$ cat src/rtl/time_set_if.sv
// Button/timekeeper bundle between the debouncers, the time-set controller and the counter block.
// master drives the button and current-time inputs; slave is the controller.
interface time_set_if;
    localparam int unsigned HOUR_W = 5;
    localparam int unsigned MIN_W  = 6;

    logic              tick;
    logic              mode_pulse;
    logic              up_pulse;
    logic              up_held;
    logic              down_pulse;
    logic              down_held;
    logic [HOUR_W-1:0] cur_hour;
    logic [MIN_W-1:0]  cur_min;
    logic [HOUR_W-1:0] set_hour;
    logic [MIN_W-1:0]  set_min;
    logic              load;
    logic              setting;
    logic [1:0]        state;

    modport master (
        output tick, mode_pulse, up_pulse, up_held, down_pulse, down_held,
        output cur_hour, cur_min,
        input  set_hour, set_min, load, setting, state
    );

    modport slave (
        input  tick, mode_pulse, up_pulse, up_held, down_pulse, down_held,
        input  cur_hour, cur_min,
        output set_hour, set_min, load, setting, state
    );
endinterface

$ cat src/rtl/time_set_ctrl.sv
// Time-setting session controller: RUN / SET_HOUR / SET_MIN with wrap-around editing,
// press-and-hold auto-repeat, inactivity abort and a one-cycle load strobe on completion.
module time_set_ctrl #(
    parameter int unsigned DELAY_TICKS   = 500,
    parameter int unsigned RATE_TICKS    = 100,
    parameter int unsigned TIMEOUT_TICKS = 10000,
    parameter int unsigned CNT_W         = 16
) (
    input logic        clk,
    input logic        rst_n,
    time_set_if.slave  bus
);
    localparam int unsigned HOUR_W = 5;
    localparam int unsigned MIN_W  = 6;

    typedef enum logic [1:0] {
        ST_RUN      = 2'd0,
        ST_SET_HOUR = 2'd1,
        ST_SET_MIN  = 2'd2
    } state_t;

    typedef enum logic {
        PH_DELAY = 1'b0,
        PH_RATE  = 1'b1
    } phase_t;

    state_t            st_q;
    phase_t            phase_q;
    logic [CNT_W-1:0]  rpt_cnt_q;
    logic [CNT_W-1:0]  to_cnt_q;
    logic [HOUR_W-1:0] hour_q;
    logic [MIN_W-1:0]  min_q;
    logic              load_q;
    logic              setting_q;

    logic              in_set_c;
    logic              rpt_run_c;
    logic              fire_c;
    logic              step_up_c;
    logic              step_dn_c;
    logic              do_up_c;
    logic              do_dn_c;
    logic              activity_c;
    logic              timeout_c;
    logic [HOUR_W-1:0] hour_inc_c;
    logic [HOUR_W-1:0] hour_dec_c;
    logic [MIN_W-1:0]  min_inc_c;
    logic [MIN_W-1:0]  min_dec_c;

    // Step, repeat-fire and timeout decode from the current registered state.
    always_comb begin
        in_set_c   = (st_q != ST_RUN);
        // Repeat counts only with exactly one button held and no fresh press this cycle.
        rpt_run_c  = in_set_c && !bus.up_pulse && !bus.down_pulse &&
                     (bus.up_held ^ bus.down_held);
        fire_c     = 1'b0;
        if (rpt_run_c && bus.tick) begin
            if (phase_q == PH_DELAY) begin
                fire_c = (rpt_cnt_q == CNT_W'(DELAY_TICKS - 1));
            end else begin
                fire_c = (rpt_cnt_q == CNT_W'(RATE_TICKS - 1));
            end
        end
        step_up_c  = in_set_c && (bus.up_pulse   || (fire_c && bus.up_held));
        step_dn_c  = in_set_c && (bus.down_pulse || (fire_c && bus.down_held));
        // Opposing steps cancel; a mode press discards any step.
        do_up_c    = step_up_c && !step_dn_c && !bus.mode_pulse;
        do_dn_c    = step_dn_c && !step_up_c && !bus.mode_pulse;
        activity_c = bus.mode_pulse || bus.up_pulse || bus.down_pulse ||
                     bus.up_held || bus.down_held || step_up_c || step_dn_c;
        timeout_c  = in_set_c && !activity_c && bus.tick &&
                     (to_cnt_q == CNT_W'(TIMEOUT_TICKS - 1));
        hour_inc_c = (hour_q == HOUR_W'(23)) ? '0 : hour_q + HOUR_W'(1);
        hour_dec_c = (hour_q == '0) ? HOUR_W'(23) : hour_q - HOUR_W'(1);
        min_inc_c  = (min_q == MIN_W'(59)) ? '0 : min_q + MIN_W'(1);
        min_dec_c  = (min_q == '0) ? MIN_W'(59) : min_q - MIN_W'(1);
    end

    // Session FSM, edited values, repeat and timeout counters.
    always_ff @(posedge clk or negedge rst_n) begin
        if (!rst_n) begin
            st_q      <= ST_RUN;
            phase_q   <= PH_DELAY;
            rpt_cnt_q <= '0;
            to_cnt_q  <= '0;
            hour_q    <= '0;
            min_q     <= '0;
            load_q    <= 1'b0;
            setting_q <= 1'b0;
        end else begin
            load_q <= 1'b0;

            if (!rpt_run_c) begin
                rpt_cnt_q <= '0;
                phase_q   <= PH_DELAY;
            end else if (bus.tick) begin
                if (fire_c) begin
                    rpt_cnt_q <= '0;
                    phase_q   <= PH_RATE;
                end else begin
                    rpt_cnt_q <= rpt_cnt_q + CNT_W'(1);
                end
            end

            if (!in_set_c || activity_c || timeout_c) begin
                to_cnt_q <= '0;
            end else if (bus.tick) begin
                to_cnt_q <= to_cnt_q + CNT_W'(1);
            end

            case (st_q)
                ST_RUN: begin
                    if (bus.mode_pulse) begin
                        st_q      <= ST_SET_HOUR;
                        setting_q <= 1'b1;
                        hour_q    <= bus.cur_hour;
                        min_q     <= bus.cur_min;
                    end
                end
                ST_SET_HOUR: begin
                    if (bus.mode_pulse) begin
                        st_q <= ST_SET_MIN;
                    end else if (timeout_c) begin
                        st_q      <= ST_RUN;
                        setting_q <= 1'b0;
                    end else if (do_up_c) begin
                        hour_q <= hour_inc_c;
                    end else if (do_dn_c) begin
                        hour_q <= hour_dec_c;
                    end
                end
                ST_SET_MIN: begin
                    if (bus.mode_pulse) begin
                        st_q      <= ST_RUN;
                        setting_q <= 1'b0;
                        load_q    <= 1'b1;
                    end else if (timeout_c) begin
                        st_q      <= ST_RUN;
                        setting_q <= 1'b0;
                    end else if (do_up_c) begin
                        min_q <= min_inc_c;
                    end else if (do_dn_c) begin
                        min_q <= min_dec_c;
                    end
                end
                default: begin
                    st_q      <= ST_RUN;
                    setting_q <= 1'b0;
                end
            endcase
        end
    end

    assign bus.state    = 2'(st_q);
    assign bus.setting  = setting_q;
    assign bus.set_hour = hour_q;
    assign bus.set_min  = min_q;
    assign bus.load     = load_q;

endmodule

$ cat src/flat_wrapper.sv
// flat-port wrapper written by rule: the top's interface ports become plain ports
module time_set_ctrl_flat 
#(
    parameter int unsigned DELAY_TICKS   = 500,
    parameter int unsigned RATE_TICKS    = 100,
    parameter int unsigned TIMEOUT_TICKS = 10000,
    parameter int unsigned CNT_W         = 16
)
  (clk, rst_n, bus_tick, bus_mode_pulse, bus_up_pulse, bus_up_held, bus_down_pulse, bus_down_held, bus_cur_hour, bus_cur_min, bus_set_hour, bus_set_min, bus_load, bus_setting, bus_state);
  time_set_if bus_i ();
  input logic clk;
  input logic rst_n;
  input wire logic [$bits(bus_i.tick)-1:0] bus_tick;
  input wire logic [$bits(bus_i.mode_pulse)-1:0] bus_mode_pulse;
  input wire logic [$bits(bus_i.up_pulse)-1:0] bus_up_pulse;
  input wire logic [$bits(bus_i.up_held)-1:0] bus_up_held;
  input wire logic [$bits(bus_i.down_pulse)-1:0] bus_down_pulse;
  input wire logic [$bits(bus_i.down_held)-1:0] bus_down_held;
  input wire logic [$bits(bus_i.cur_hour)-1:0] bus_cur_hour;
  input wire logic [$bits(bus_i.cur_min)-1:0] bus_cur_min;
  output wire logic [$bits(bus_i.set_hour)-1:0] bus_set_hour;
  output wire logic [$bits(bus_i.set_min)-1:0] bus_set_min;
  output wire logic [$bits(bus_i.load)-1:0] bus_load;
  output wire logic [$bits(bus_i.setting)-1:0] bus_setting;
  output wire logic [$bits(bus_i.state)-1:0] bus_state;
  assign bus_i.tick = bus_tick;
  assign bus_i.mode_pulse = bus_mode_pulse;
  assign bus_i.up_pulse = bus_up_pulse;
  assign bus_i.up_held = bus_up_held;
  assign bus_i.down_pulse = bus_down_pulse;
  assign bus_i.down_held = bus_down_held;
  assign bus_i.cur_hour = bus_cur_hour;
  assign bus_i.cur_min = bus_cur_min;
  assign bus_set_hour = bus_i.set_hour;
  assign bus_set_min = bus_i.set_min;
  assign bus_load = bus_i.load;
  assign bus_setting = bus_i.setting;
  assign bus_state = bus_i.state;
  time_set_ctrl #(.DELAY_TICKS(DELAY_TICKS), .RATE_TICKS(RATE_TICKS), .TIMEOUT_TICKS(TIMEOUT_TICKS), .CNT_W(CNT_W)) u_core (.clk(clk), .rst_n(rst_n), .bus(bus_i));
endmodule
$ cat config.mk
export PLATFORM = sky130hd
export DESIGN_NAME = time_set_ctrl_flat
export DESIGN_NICKNAME = d
export VERILOG_FILES = /design/src/rtl/time_set_if.sv /design/src/rtl/time_set_ctrl.sv /design/src/flat_wrapper.sv
export SDC_FILE = /design/constraint.sdc
export NUM_CORES = 1
export LEC_CHECK = 0
export BUFFER_PORTS_ARGS = -buffer_cell sky130_fd_sc_hd__buf_4
export CAP_MARGIN = 20
export CELL_PAD_IN_SITES_DETAIL_PLACEMENT = 1
export CELL_PAD_IN_SITES_GLOBAL_PLACEMENT = 1
export CORE_ASPECT_RATIO = 1.4
export CORE_MARGIN = 5
export CORE_UTILIZATION = 48
export DETAILED_ROUTE_END_ITERATION = 8
export PLACE_DENSITY_LB_ADDON = 0.1
export SYNTH_ARGS = -nofsm -noshare
export SYNTH_HDL_FRONTEND = slang
export SYNTH_SLANG_ARGS = --single-unit
export TNS_END_PERCENT = 10
$ cat constraint.sdc
create_clock -name clk -period 4.8 [get_ports clk]
set_input_delay 0.96 -clock clk [delete_from_list [all_inputs] [get_ports clk]]
set_output_delay 0.96 -clock clk [all_outputs]
set_load 0.03 [all_outputs]
* After elaboration in Yosys (flattened, before gate mapping)
Cells that the tools add are included.
Word-level totals: word-level logic and storage cells 112, memory bits (read-only) 0, latch bits 0, register bits after elaboration 48, memories kept 0, input port bits 19, output and inout bits 15, RAM bits 0
Cells by class: equal/unequal tests 16, multipliers 0, shift-type cells 0, reductions and logical operators 43, bitwise operators 1, magnitude comparators 0, muxes and demuxes 38, $add $sub $neg 6, divide/modulo/power cells 0
Operator list (number):
- 16-bit two-way mux | 5
- 6-bit two-way mux | 7
- 5-bit two-way mux | 7
- 16-bit by 1-bit adder with 16-bit output, second input constant | 2
- 16-bit by 14-bit == test with 1-bit output, second input constant | 1
- 16-bit by 7-bit == test with 1-bit output, second input constant | 1
- 16-bit by 9-bit == test with 1-bit output, second input constant | 1
- 1-bit logical AND | 15
- 2-bit inequality test, second input constant | 7
- 6-bit case mux with 2 select lines | 1
- 1-bit two-way mux | 11
- 1-bit logical OR | 10
- 5-bit case mux with 2 select lines | 1
- 5-bit AND reduction | 2
- 2-bit two-way mux | 4
- 2-bit nonzero test | 4
- 1-bit logical NOT | 7
- 6-bit by 1-bit adder with 6-bit output, second input constant | 1
- 6-bit == test, second input constant | 1
- 6-bit logical NOT | 1
- 3-bit by 1-bit inequality test with 1-bit output, second input constant | 2
- 2-bit case mux with 3 select lines | 1
- 6-bit by 1-bit subtractor with 6-bit output, second input constant | 1
- 5-bit by 1-bit adder with 5-bit output, second input constant | 1
- other kinds (9) | 10

* Longest topological paths before layout
depth in word-level cells 18, depth in mapped cells 8, mapped depth without buffers 7

* Worst setup path before layout
No wires, ideal clock.
path kind input -> register, from input port bus_down_pulse, to register u_core.min_q[4], in the netlist u_core.bus.set_min[4], stages 6, slack 2.378 ns, library setup time 0.131 ns, buffers on the path 0, data required time 4.669 ns, data arrival time 2.291 ns, cell sequence or2_1 > nor2_2 > nand4_1 > o311ai_4 > mux2i_1 > o211ai_1
Between the ends: word-level cells in the longest chain between the ends 16, elaborated cells on any way between the ends 33, classes of those cells 2 x eq/ne; 5 x mux; 26 x reduce/logical
RTL lines:
- start, declared | line flat_wrapper.sv:17 | input wire logic [$bits(bus_i.down_pulse)-1:0] bus_down_pulse;
- 1-bit logical NOT | line time_set_ctrl.sv:54 | rpt_run_c = in_set_c && !bus.up_pulse && !bus.down_pulse &&
- 1-bit logical AND (2 in series) | line time_set_ctrl.sv:54
- 1-bit logical AND | line time_set_ctrl.sv:57 | if (rpt_run_c && bus.tick) begin
- 1-bit two-way mux | line time_set_ctrl.sv:57
- 1-bit logical AND | line time_set_ctrl.sv:64 | step_up_c = in_set_c && (bus.up_pulse || (fire_c && bus.up_held));
- 1-bit logical OR | line time_set_ctrl.sv:64
- 1-bit logical AND | line time_set_ctrl.sv:64
- 1-bit logical OR (2 in series) | line time_set_ctrl.sv:70 | bus.up_held || bus.down_held || step_up_c || step_dn_c;
- 1-bit logical NOT | line time_set_ctrl.sv:71 | timeout_c = in_set_c && !activity_c && bus.tick &&
- 1-bit logical AND (3 in series) | line time_set_ctrl.sv:71
- 2-bit inequality test (no source line)
- 5-bit AND reduction (no source line)
- end signal, assigned | line time_set_ctrl.sv:117 | min_q <= bus.cur_min;
- end signal, assigned | line time_set_ctrl.sv:141 | min_q <= min_inc_c;
- end signal, assigned | line time_set_ctrl.sv:143 | min_q <= min_dec_c;
- end, declared | line time_set_ctrl.sv:32 | logic [MIN_W-1:0] min_q;
Several ways; a longest one is shown, not always the timed one. The select of a mux whose other input is x is not followed. A chain may end at the register's enable or synchronous reset.

* Worst setup path after layout
from input port bus_down_pulse, to register u_core.rpt_cnt_q[15]
Between the ends: word-level cells in the longest chain between the ends 8, elaborated cells on any way between the ends 9, classes of those cells 1 x eq/ne; 4 x mux; 4 x reduce/logical
RTL lines:
- 1-bit logical NOT * | line time_set_ctrl.sv:54
- 1-bit logical AND * (2 in series) | line time_set_ctrl.sv:54
- 1-bit logical AND | line time_set_ctrl.sv:57
- 1-bit two-way mux | line time_set_ctrl.sv:57
- 16-bit two-way mux | line time_set_ctrl.sv:97 | if (fire_c) begin
- 16-bit two-way mux | line time_set_ctrl.sv:96 | end else if (bus.tick) begin
- 16-bit two-way mux | line time_set_ctrl.sv:93 | if (!rpt_run_c) begin
- end signal, assigned | line time_set_ctrl.sv:101 | rpt_cnt_q <= rpt_cnt_q + CNT_W'(1);
- end, declared | line time_set_ctrl.sv:29 | logic [CNT_W-1:0] rpt_cnt_q;
Every way passes the cells marked *; elsewhere a longest branch is shown, timed or not. The select of a mux whose other input is x is not followed.

==> impl_results.md <==
- Num CTS Buffers: 5
- Register Area: about 1200 um^2
- Max cap viols: 0
- Crit end category: flop
- Min Tclk post-route: about 2.5 ns
- Final setup fails: 0
- Post-cts sizing count: 0
- Post-synthesis mux area share: 2.32%
- Leakage: roughly 1.4 nW
- Area contributors post-synth: dfrtp_1 (39%), xor2_1 (5.4%), nor2_1 (5.3%)
- WHS: approximately 0.52 ns
- Core area: roughly 6200 um^2
- Num ports: 34
- Simple-Gate Fraction of Synth Area: between 20% and 30%
- Synth Area in Adders: 2.85%
- Post-synth EDFFs: 0
- ANT cells: 0
- Flop pwr share: between 30% and 40%
- Clk buf depth: 2
- Setup_tns: 0 ns
- Pwr/cell area: approximately 450 nW/um^2
- Largest net degree at the start of global routing: just under 50
- FMAX: 0.393 GHz
- Vias: ~2700
- Status: complete, no violations
- CTS clk-pin slew, worst paths: around 0.090 ns
- Max_slew headroom: ~51%
- Mapped Cells: ~350
- Mapped Area: 3070 um^2
- CP max FO: 8
- Root Driver: clkbuf_8
- Initial antenna violation count: 0
- CP Class: in2reg
- DR DRC count: 0
- Final period utilization: 52.9%
- CTS tree: built
- Clock network power share: about 16%
- Area delta synth->final: 11.9%
- Hold Path Class: reg2reg
- Critical path startpoint category: input pin
- Synth Flop Type: dfrtp_1
- Sw Ratio: approximately 44%
- First-pass GRT wire length: 13500 um
- Post-synth top area share: between 30% and 40%
- Final hold vios: 0
- Flops & latches, synth: between 40 and 50
- Row count: 34
- GRT Total Usage: 19.8%
- Initial DRT Pass Iterations: 4
- WL/cell: approximately 17 um
- Combinational power share: 45.5%
- Synth Area in XOR/XNOR: around 9%
- CTS H-tree depth: 2
- Half-perimeter wire length after placement: roughly 5900 um
- Top cell type by total area after synthesis: dfrtp_1
- Required time worst endpoint: a little under 5 ns
- Main combinational cell family by area after synthesis: simple AND/OR/NAND/NOR gates
- Fill cells: roughly 740
- RSZ-0062 raised after global routing: false
- Fraction of layout instances using a drive strength above 1: 14.6%
- TritonCTS Sinks: 48
- Maximum VDD drop: about 0.00017 V
- Setup Fix Bufs, Post-CTS: 0
- Final layout net count: 401
- Compound-Gate Fraction of Synth Area: ~15%
- Die width: approximately 78 um
- Power Total: 0.00156 W
- Port Buffers: 33
- Cts hold-fix bufs: 0
- Yosys warns: 0
- Worst slew pin tran: 0.735 ns
- Register area share after synthesis: about two fifths
- Average cell area after synthesis: between 8 and 9 um^2
- Gr ovfl total: 0
- Height of the die: roughly 100 um
- DRT antenna net count: 0
- Routed WL: 7810 um
- Max-slew violations: 0
- Number of DRC markers in iteration 0: 54
- Async SR Flop Fraction: 100%
- Starting Density: about 49%
- Clock skew: 0.0135 ns
- Sw Pwr: between 0.0006 and 0.0007 W
- Vias per cell: about 6.0
- Multi-input logic area: roughly 1800 um^2
- Internal power: roughly 0.00087 W
- Gpl congestion: around 0.9
- Synth unique cells: 55
- Mapped Nets: between 300 and 400
- CP Data Arrival Time: roughly 2.7 ns
- Clock latency on the worst-skew pair: approximately 0.30 ns
- Number of global-route vias before repair: ~2900
- Die area: around 8100 um^2
-- Yosys cell counts (3+ instances only) --
master / n
dfrtp_1: 48
nor2_1: 43
nand2_1: 30
nand3_1: 24
xor2_1: 19
a21oi_1: 18
o21ai_0: 17
clkbuf_1: 14
xnor2_1: 13
and3_1: 10
inv_1: 9
nor3_1: 8
ha_1: 7
nand4_1: 7
mux2i_1: 6
o211ai_1: 6
nor4_1: 5
nand2b_1: 4
nand3b_1: 4
nor2_2: 4
nor2b_1: 4
o31ai_1: 4
or3_1: 4
a22oi_1: 3
-- layer usage --
layer | track usage [%] | routed length, um
met5 | 0 | 0
met4 | 5.77 | 104
met3 | 3.10 | 238
met2 | 36.4 | 4260
met1 | 23.3 | 3210
-- power groups by stage --
stage | registers, W | logic [W] | clock network, W
2_1_floorplan | 0.000633 | 0.000461 | 0
3_5_place_dp | 0.000604 | 0.000718 | 0
6_report | 0.000597 | 0.000711 | 0.000254
3_3_place_gp | 0.000601 | 0.000709 | 0
4_1_cts | 0.000596 | 0.000721 | 0.000263
5_1_grt | 0.000612 | 0.000782 | 0.000281
-- cells in the final DEF (no fill, tap or decap), types with 3 or more instances in the layout --
cell type  count
a22oi_1        3
xor2_1        19
ha_1           7
dfrtp_1       48
nand2_1       30
o31ai_1        4
nand4_1        7
nand3b_1       4
mux2i_1        6
buf_4         33
nor4_1         5
nor2_1        43
inv_1          9
xnor2_1       13
a21oi_1       18
nand3_1       24
clkbuf_8       6
nor2_2         4
or3_1          4
nor2b_1        4
nor3_1         8
nand2b_1       4
and3_1        10
o211ai_1       6
o21ai_0       17
-- critical path, cell delays in order --
cell     delay (ns)
buf_4          0.13
or2_1          0.31
nor4_2         0.69
nor4_1         0.24
nand3_1        0.16
xor2_1         0.16
nor2_1         0.06
-- layout make-up --
type | count | area share [%]
Multi-Input combinational cell | 278 | 51.6
Clock buffer | 8 | 2.62
Inverter | 9 | 0.983
Sequential cell | 48 | 34.9
Timing Repair Buffer | 33 | 7.21
Tap cell | 72 | 2.62
-- flip-flops by register name (all words and copies together), names as in the netlist --
name                 count
u_core.phase_q           1
u_core.bus.set_min       6
u_core.bus.setting       1
u_core.bus.set_hour      5
u_core.rpt_cnt_q        16
u_core.bus.load          1
u_core.to_cnt_q         16
u_core.bus.state         2
-- metrics by stage --
stage	cells	instance area, um^2	utilization, %	worst slack (ns)
final	448	3440	55.3	2.26
after CTS	448	3440	55.3	2.27
after global placement	440	3350	53.9	1.99
after floorplan	351	3070	-	2.38
after global routing	448	3440	55.3	2.15
after detailed placement	440	3350	53.9	1.97
-- logic make-up after synthesis --
kind of cell,after synthesis
muxes,7
DFF,48
xor gates and xnor gates,32
AOI/OAI and AO/OA,68
and+or+nand+nor,164
adders and majority gates,7
buffers and inverters,25
-- final timing paths --
check / from / to / slack, ns / depth (start not counted)
setup reg to reg: u_core.rpt_cnt_q[0]$_DFFE_PN0P_ / u_core.bus.set_min[2]$_DFFE_PN0P_ / 2.44 / 7
setup / recovery: bus_down_pulse / u_core.rpt_cnt_q[15]$_DFFE_PN0P_ / 2.26 / 7
min in group asynchronous: rst_n / u_core.rpt_cnt_q[4]$_DFFE_PN0P_ / 0.67 / 1
hold reg to reg: u_core.bus.setting$_DFFE_PN0P_ / u_core.bus.setting$_DFFE_PN0P_ / 0.52 / 2
hold / removal: u_core.bus.setting$_DFFE_PN0P_ / u_core.bus.setting$_DFFE_PN0P_ / 0.52 / 2
max in group asynchronous: rst_n / u_core.rpt_cnt_q[0]$_DFFE_PN0P_ / 3.70 / 1
No activity file was read; power rests on OpenSTA's default activity.
